File: src/rtl/nn_pkg.sv
// Shared constants and state encoding for the neural-network test-vector path.
package nn_pkg;

    localparam int FEATURES  = 62;
    localparam int MAX_TESTS = 750;
    localparam int DATA_W    = 8;
    localparam int CLASS_W   = 4;

    typedef enum logic [1:0] {
        ST_IDLE    = 2'd0,
        ST_LOAD    = 2'd1,
        ST_STREAM  = 2'd2,
        ST_WAIT_NN = 2'd3
    } state_t;

endpackage

File: src/rtl/input_stream_ctrl.sv
// Walks the test-vector memory one feature at a time, streams each feature to the
// first layer over valid/ready and reports the classification of every test.
//
// state      | meaning
// -----------+-------------------------------------------------------------
// ST_IDLE    | waiting for start; range checked on start
// ST_LOAD    | memory address stable for one cycle; feature registered
// ST_STREAM  | feature presented, held until feat_ready
// ST_WAIT_NN | all features sent, waiting for nn_done
module input_stream_ctrl
    import nn_pkg::*;
(
    input  logic               clk,
    input  logic               rst,
    input  logic               start,
    input  logic               abort,
    input  logic [31:0]        first_test,
    input  logic [31:0]        last_test,
    output logic [31:0]        test_sel,
    output logic [31:0]        input_sel,
    input  logic [DATA_W-1:0]  mem_result,
    output logic [DATA_W-1:0]  feat_data,
    output logic               feat_valid,
    input  logic               feat_ready,
    output logic               feat_last,
    input  logic               nn_done,
    input  logic [CLASS_W-1:0] nn_class,
    output logic               res_valid,
    output logic [31:0]        res_test,
    output logic [CLASS_W-1:0] res_class,
    output logic               busy,
    output logic               run_done,
    output logic [31:0]        tests_done
);

    state_t              r_state;
    state_t              w_state_nxt;
    logic [31:0]         r_test_sel;
    logic [31:0]         r_input_sel;
    logic [31:0]         r_last_test;
    logic [DATA_W-1:0]   r_feat_data;
    logic                r_feat_valid;
    logic                r_feat_last;
    logic                r_res_valid;
    logic [31:0]         r_res_test;
    logic [CLASS_W-1:0]  r_res_class;
    logic                r_run_done;
    logic [31:0]         r_tests_done;
    logic                w_range_ok;
    logic                w_final_test;

    assign w_range_ok   = (first_test != 32'd0) && (first_test <= last_test) &&
                          (last_test <= 32'(MAX_TESTS));
    assign w_final_test = (r_test_sel == r_last_test);

    always_comb begin
        w_state_nxt = r_state;
        case (r_state)
            ST_IDLE:    if (start && w_range_ok) w_state_nxt = ST_LOAD;
            ST_LOAD:    w_state_nxt = ST_STREAM;
            ST_STREAM:  if (feat_ready) w_state_nxt = r_feat_last ? ST_WAIT_NN : ST_LOAD;
            ST_WAIT_NN: if (nn_done) w_state_nxt = w_final_test ? ST_IDLE : ST_LOAD;
            default:    w_state_nxt = ST_IDLE;
        endcase
        if (abort) w_state_nxt = ST_IDLE;
    end

    always_ff @(posedge clk or posedge rst) begin
        if (rst) r_state <= ST_IDLE;
        else     r_state <= w_state_nxt;
    end

    always_ff @(posedge clk or posedge rst) begin
        if (rst) begin
            r_test_sel   <= 32'd1;
            r_input_sel  <= 32'd0;
            r_last_test  <= 32'd0;
            r_feat_data  <= '0;
            r_feat_valid <= 1'b0;
            r_feat_last  <= 1'b0;
            r_res_valid  <= 1'b0;
            r_res_test   <= 32'd0;
            r_res_class  <= '0;
            r_run_done   <= 1'b0;
            r_tests_done <= 32'd0;
        end else begin
            r_res_valid <= 1'b0;
            r_run_done  <= 1'b0;
            if (abort) begin
                r_feat_valid <= 1'b0;
                r_feat_last  <= 1'b0;
            end else begin
                case (r_state)
                    ST_IDLE: begin
                        if (start) begin
                            r_tests_done <= 32'd0;
                            if (w_range_ok) begin
                                r_last_test <= last_test;
                                r_test_sel  <= first_test;
                                r_input_sel <= 32'd0;
                            end else begin
                                r_run_done  <= 1'b1;
                            end
                        end
                    end
                    ST_LOAD: begin
                        r_feat_data  <= mem_result;
                        r_feat_valid <= 1'b1;
                        r_feat_last  <= (r_input_sel == 32'(FEATURES - 1));
                    end
                    ST_STREAM: begin
                        if (feat_ready) begin
                            r_feat_valid <= 1'b0;
                            r_feat_last  <= 1'b0;
                            r_input_sel  <= r_feat_last ? 32'd0 : r_input_sel + 32'd1;
                        end
                    end
                    ST_WAIT_NN: begin
                        if (nn_done) begin
                            r_res_class  <= nn_class;
                            r_res_test   <= r_test_sel;
                            r_res_valid  <= 1'b1;
                            r_tests_done <= r_tests_done + 32'd1;
                            if (w_final_test) r_run_done <= 1'b1;
                            else              r_test_sel <= r_test_sel + 32'd1;
                        end
                    end
                    default: ;
                endcase
            end
        end
    end

    assign test_sel   = r_test_sel;
    assign input_sel  = r_input_sel;
    assign feat_data  = r_feat_data;
    assign feat_valid = r_feat_valid;
    assign feat_last  = r_feat_last;
    assign res_valid  = r_res_valid;
    assign res_test   = r_res_test;
    assign res_class  = r_res_class;
    assign run_done   = r_run_done;
    assign tests_done = r_tests_done;
    assign busy       = (r_state != ST_IDLE);

endmodule
File: config.mk
export PLATFORM = sky130hd
export DESIGN_NAME = input_stream_ctrl
export DESIGN_NICKNAME = d
export VERILOG_FILES = /design/src/rtl/nn_pkg.sv /design/src/rtl/input_stream_ctrl.sv
export SDC_FILE = /design/constraint.sdc
export NUM_CORES = 1
export LEC_CHECK = 0
export BUFFER_PORTS_ARGS = -buffer_cell sky130_fd_sc_hd__buf_2
export CORE_MARGIN = 2
export CORE_UTILIZATION = 35
export DETAILED_ROUTE_END_ITERATION = 10
export HOLD_SLACK_MARGIN = 0.03
export PLACE_DENSITY = 0.55
export SKIP_CTS_REPAIR_TIMING = 1
export SLEW_MARGIN = 40
export SYNTH_ARGS = -nofsm -noshare
export SYNTH_HDL_FRONTEND = slang
export SYNTH_SLANG_ARGS = --single-unit
File: constraint.sdc
create_clock -name clk -period 11.55 [get_ports clk]
set_input_delay 1.7325 -clock clk [delete_from_list [all_inputs] [get_ports clk]]
set_output_delay 1.7325 -clock clk [all_outputs]
set_load 0.1 [all_outputs]
==> results_dict.tcl, run 1 <==
set metrics [dict create \
    outcome "complete, no violations" \
    ys_async_sr_fraction_pct 100 \
    synth_cell_types 60 \
    synth.area.top_cells "dfrtp_1 (45%), ha_1 (5.1%), mux2_2 (4.6%)" \
    clock_path_buffers 2 \
    cts_root_buf "clkbuf_16" \
    worstMarginPinSlew_ps 905 \
    synth_commonest_cells "dfrtp_1 (177), nand2_1 (103), nor2_1 (83)" \
    multi_input_area_sq_um 5020 \
    slowest_delay_ps 710 \
    rsz0062_at_grt "false" \
    met3_usage_pct 4.12 \
    vdd_drop_max_uv 182 \
    syn_inst 1050 \
    grt_pass1_wl_microns 48600 \
    cts_made_buffers 17 \
    cp_data_required_time_ps 11870 \
    path_clk_slew_ps 80 \
    setup_slack_ps 6670 \
    avgSynthCellArea_sq_um 9.39 \
    io_pins 227 \
    path_max_fanout 37 \
    setup_viol 0 \
    drv_cap 0 \
    cp-end-kind "flop" \
    cp_slowest_cell "nor4_1" \
    grt-ovfl-total 0 \
    diodes 0 \
    nNetsFinal 1381 \
    die_h_microns 172 \
    place.port_buffers 226 \
    slew_headroom_pct 39.1 \
    wl_microns 31400 \
    antenna_found_initial 0 \
    num_rows 61 \
    start_util_pct 35.5 \
    ys_seq_area_share_pct 45.2 \
    crit_path_start "last_test[14]" \
    power.share.clock_pct 21.4 \
    clkLatencyLatePin_ps 430 \
    crit_path_end "input_sel[24]" \
    dpl-instance-area_sq_um 11400 \
    netlist_area_sq_um 9860 \
    grt_usage_pct 21.4 \
    use_met2_pct 31.8 \
    vias 8866 \
    startpoint_type "input pin" \
    fin_area_sq_um 12000 \
    top_usage_layer "met1" \
    yosysMostFrequentCell "dfrtp_1" \
    power.leakage_nw 5.73 \
    finalNonFillerCells 1650 \
    finalHoldViolCount 0 \
    die_w_microns 172 \
    min_path_type "flop to flop" \
    dp_cells 1618 \
    pre_cts_slack_ps 6030 \
    die_area_sq_um 29500 \
    ff_latch_area_sq_um 4460 \
    ys_warn_count 0 \
    avgRoutedWirePerCell_microns 19.1 \
    fin_util_pct 43.2 \
    grt_max_degree 74 \
    period_minus_slack_ps 4880 \
    hpwl_microns 23100 \
    fmax_mhz 205 \
    ant_nets 0 \
    reg2reg_slack_ps 8120 \
    power_mw 2.80 \
    syn_nets 1172 \
    setup_tns_ps 0 \
    grt_pass1_vias 8340 \
    switching_share_pct 54.0 \
    reg2reg_depth 9 \
    rr_endpoint "tests_done[31]" \
    post-synth-top-area-cell "dfrtp_1" \
    pwr-share-comb_pct 45.9 \
    period_share_pct 42.2 \
    reg2reg_from "r_state[0]" \
    drive_gt1_share_pct 25.9 \
    drtIter0Drc 834 \
    core_sq_um 27800 \
    ys_ff_latch 178 \
    fin_skew_ps 12.6 \
    htreeDepth 4 \
    gp_congestion 0.837 \
    use_met1_pct 32.3 \
    pwr-share-seq_pct 32.8 \
    worst_ep_arrival_time_ps 5200 \
    yosys.area.top_type_share_pct 44.9 \
    synth_edf_count 0 \
    vias_per_cell 5.37 \
    cts_tree "yes" \
    synth_ff_type "dfrtp_1" \
    path_class "input pin to flop" \
    p_int_mw 1.29 \
    p_sw_mw 1.51 \
    hold_ws_ps 467 \
    syn2layout_area_growth_pct 21.9 \
    p_per_area_nw_per_um2 233 \
    firstDrtPassIters 5 \
    timing.final.max_slew_violations 0 \
    path_cells "buf_2 -> nor4_2 -> nand4_1 -> nor4_1 -> o211ai_1 -> o41a_1 -> buf_4 -> or3_4 -> o41ai_1" \
    cts.sinks 178 \
    fill_cells 2841 \
    drc_errors 0 \
]
## power groups by stage
stage	clock network, mW	logic (mW)	registers, mW
CTS	0.613	1.29	0.920
global placement	0	1.28	0.930
global route	0.640	1.35	0.942
finish	0.598	1.29	0.918
floorplan	0	0.321	1.60
detailed placement	0	1.29	0.932
## kinds of logic after synthesis
kind of cell | synth area share (%)
AO/OA/AOI/OAI | 16.1
XOR/XNOR | 5.33
adder cells (fa/ha/maj) | 5.08
buffers and inverters | 4.31
flip-flops | 45.2
multiplexers | 4.57
AND/OR/NAND/NOR | 19.5
## cells in the final DEF, fill, tap and decap left out, types with 3 or more instances in the layout
cell       Yosys  layout
a21oi_1       25      25
a2bb2oi_1     22      22
a31oi_1        8       7
and2_1        27      27
and3_1        16      16
and4_1         3       3
buf_2          1     226
buf_4          0      10
clkbuf_16      0      17
dfrtp_1      177     177
ha_1          40      39
inv_1         58      57
inv_6          0       5
mux2_2        40      40
nand2_1      103     103
nand2b_1       4       4
nand3_1       47      46
nand4_1       40      40
nor2_1        83      82
nor2b_1        7       7
nor3_1        18      17
nor4_1        27      25
nor4_2         2       4
o21a_1         5       5
o21ai_0       64      64
o21ai_1        9       8
o22a_1         5       5
o22ai_1       16      16
o31ai_1       48      48
o32ai_1        3       3
o41ai_1        7       7
or3_1          5       5
xnor2_1       37      37
xor2_1        23      23
## worst min-delay path by stage
| stage | from | endpoint | slack [ps] | depth (start not counted) |
|---|---|---|---|---|
| floorplan | r_last_test[10] | r_last_test[10] | 470 | 1 |
| global placement | res_class[0] | res_class[0] | 460 | 2 |
| detailed placement | res_class[1] | res_class[1] | 460 | 2 |
| CTS | res_class[1] | res_class[1] | 480 | 2 |
| global route | res_class[3] | res_class[3] | 510 | 2 |
| finish | res_class[1] | res_class[1] | 470 | 2 |
## registers in the layout (all words and copies together), names as in the netlist
name,count
feat_data,8
feat_last,1
feat_valid,1
input_sel,32
r_last_test,32
r_state,2
res_class,4
res_test,32
res_valid,1
run_done,1
test_sel,32
tests_done,32
## critical path, delay by kind of cell
kind            cells  cell delay, ps
simple gates        4            1970
compound gates      3            1080
buf+inv             2             390
## final cells by class
| class | instances | share of cell area (%) |
|---|---|---|
| well taps | 378 | 3.94 |
| multi-input cells | 765 | 41.8 |
| inverters | 58 | 1.85 |
| flip-flops and latches | 178 | 37.1 |
| clock buffers | 19 | 3.77 |
| clock inverters | 13 | 1.18 |
| repair buffers | 239 | 10.4 |
## layer usage
| layer | vias up | share of wire (%) |
|---|---|---|
| li1 | 4234 | - |
| met1 | 4296 | 49 |
| met2 | 320 | 44 |
| met3 | 16 | 6.9 |
| met4 | 0 | 0.72 |
| met5 | - | 0 |
(Power assumes the default switching activity.)
==> run 2, diff against run 1 <==
Clock period 11.55 ns to 4.7 ns, I/O delays scaled along.
==> run 2 against run 1 <==
Net effect: design area rose by 0.24%; highest routed layer is now met5; wire length rose by 1.0%; sequential share of layout area shrank 0.089 points; largest cell class unchanged; sequential power increased by 150%.
==> results_dict.tcl, run 2 (same netlist as run 1, synthesis figures left out) <==
set metrics [dict create \
    outcome "complete, no violations" \
    min_path_type "input pin to async pin" \
    path_clk_slew_ps 70 \
    rsz0062_at_grt "false" \
    cts_root_buf "clkbuf_16" \
    setup_tns_ps 0 \
    wl_microns 31800 \
    reg2reg_depth 10 \
    die_area_sq_um 29500 \
    timing.final.max_slew_violations 0 \
    antenna_found_initial 1 \
    final_cell_mix "buf_2 (226), dfrtp_1 (177), nand2_1 (103), nor2_1 (82), o21ai_0 (64)" \
    worst_ep_arrival_time_ps 3550 \
    setup_slack_ps 1480 \
    start_util_pct 35.5 \
    final_common_cell "buf_2" \
    vdd_drop_max_uv 499 \
    gp_congestion 0.871 \
    path_buf_inv 1 \
    die_h_microns 172 \
    vias 8941 \
    cp_slowest_cell "or3_4" \
    slowest_delay_ps 550 \
    p_per_area_nw_per_um2 572 \
    ff_latch_area_sq_um 4460 \
    drtIter0Drc 653 \
    ant_nets 0 \
    reg2reg_slack_ps 1540 \
    setup_viol 0 \
    fin_skew_ps 13.0 \
    crit_family "simple AND/OR/NAND/NOR gates" \
    cts_tree "yes" \
    finalNonFillerCells 1653 \
    period_minus_slack_ps 3220 \
    path_class "input pin to flop" \
    grt_usage_pct 21.6 \
    path_cells "buf_2 -> ha_1 -> nand4_1 -> nor4_2 -> nand3_1 -> a21boi_1 -> o41a_1 -> or3_4 -> o41ai_1" \
    crit_cells 9 \
    finalHoldViolCount 0 \
    drive_gt1_share_pct 26.0 \
    grt_pass1_vias 8440 \
    period_share_pct 68.5 \
    nNetsFinal 1384 \
    cp_data_required_time_ps 5030 \
    dp_cells 1621 \
    io_pins 227 \
    grt-ovfl-total 0 \
    grt_pass1_wl_microns 48900 \
    cts.sinks 178 \
    num_rows 61 \
    core_sq_um 27800 \
    clkLatencyLatePin_ps 440 \
    slew_headroom_pct 46.3 \
    fmax_mhz 310 \
    crit_path_end "input_sel[11]" \
    firstDrtPassIters 6 \
    hpwl_microns 23200 \
    place.port_buffers 226 \
    diodes 0 \
    startpoint_type "input pin" \
    cp-end-kind "flop" \
    drc_errors 0 \
    clock_path_buffers 2 \
    rr_endpoint "tests_done[31]" \
    drv_cap 0 \
    grt_max_degree 101 \
    reg2reg_from "r_state[0]" \
    multi_input_area_sq_um 5020 \
    fill_cells 2912 \
    pre_cts_slack_ps 588 \
    path_max_fanout 29 \
    avgRoutedWirePerCell_microns 19.2 \
    syn2layout_area_growth_pct 22.1 \
    crit_path_start "first_test[30]" \
    worstMarginPinSlew_ps 805 \
    die_w_microns 172 \
    vias_per_cell 5.41 \
    power.leakage_nw 5.75 \
    cts_made_buffers 17 \
    htreeDepth 4 \
]
-- run 2: cell types whose count changed in the layout (fill, tap and decap cells not counted), sizes merged --
| cell | change |
|---|---|
| buf | +3 |
| clkinv | +1 |
| inv | -1 |
-- run 2: worst register-to-register path: stages (launching register included) --
cell and delay (ps):
dfrtp_1 420, inv_1 120, ha_1 290, or2_2 320, nor4_2 270, buf_4 180, nand4_1 280, nor4_1 760
nand4_1 190, xor2_1 170, nor2_1 50
-- run 2: worst min-delay path by stage --
stage	from	to	slack, ps	cells after the start
finish	rst	res_test[1]	340	3
global placement	res_class[2]	res_class[2]	450	2
CTS	rst	res_test[1]	380	3
detailed placement	res_class[0]	res_class[0]	460	2
global route	rst	res_test[1]	390	3
floorplan	r_last_test[10]	r_last_test[10]	470	1
-- run 2: cell type report --
| class | instances | share of cell area, % |
|---|---|---|
| Multi-Input combinational cell | 765 | 41.7 |
| Sequential cell | 178 | 37.0 |
| Timing Repair Buffer | 242 | 10.7 |
| Tap cell | 378 | 3.93 |
| Clock buffer | 19 | 3.68 |
| Inverter | 58 | 1.84 |
| Clock inverter | 13 | 1.21 |
-- run 2: per-stage QoR --
stage               instance area, sq um  util (%)  total power, mW  hold slack [ps]
floorplan                           9860         -             4.72              475
global placement                   11400      41.0             5.44              453
detailed placement                 11400      41.2             5.45              457
CTS                                12000      43.3             6.94              375
global route                       12000      43.3             7.18              391
finish                             12000      43.3             6.89              335
-- run 2: where the power goes --
part	internal (mW)	total, mW	switching (mW)	leakage, nW
sequential	1.78	2.26	0.480	2.39
combinational	0.605	3.16	2.55	3.07
clock	0.768	1.47	0.700	0.287
total	3.16	6.89	3.73	5.75
-- run 2: layer usage --
metal	part of all wire, %	vias to the layer above	track usage, %
li1	-	4222	-
met1	48	4391	31.8
met2	44	310	32.3
met3	7.0	16	5.02
met4	0.77	2	4.90
met5	0.054	-	0
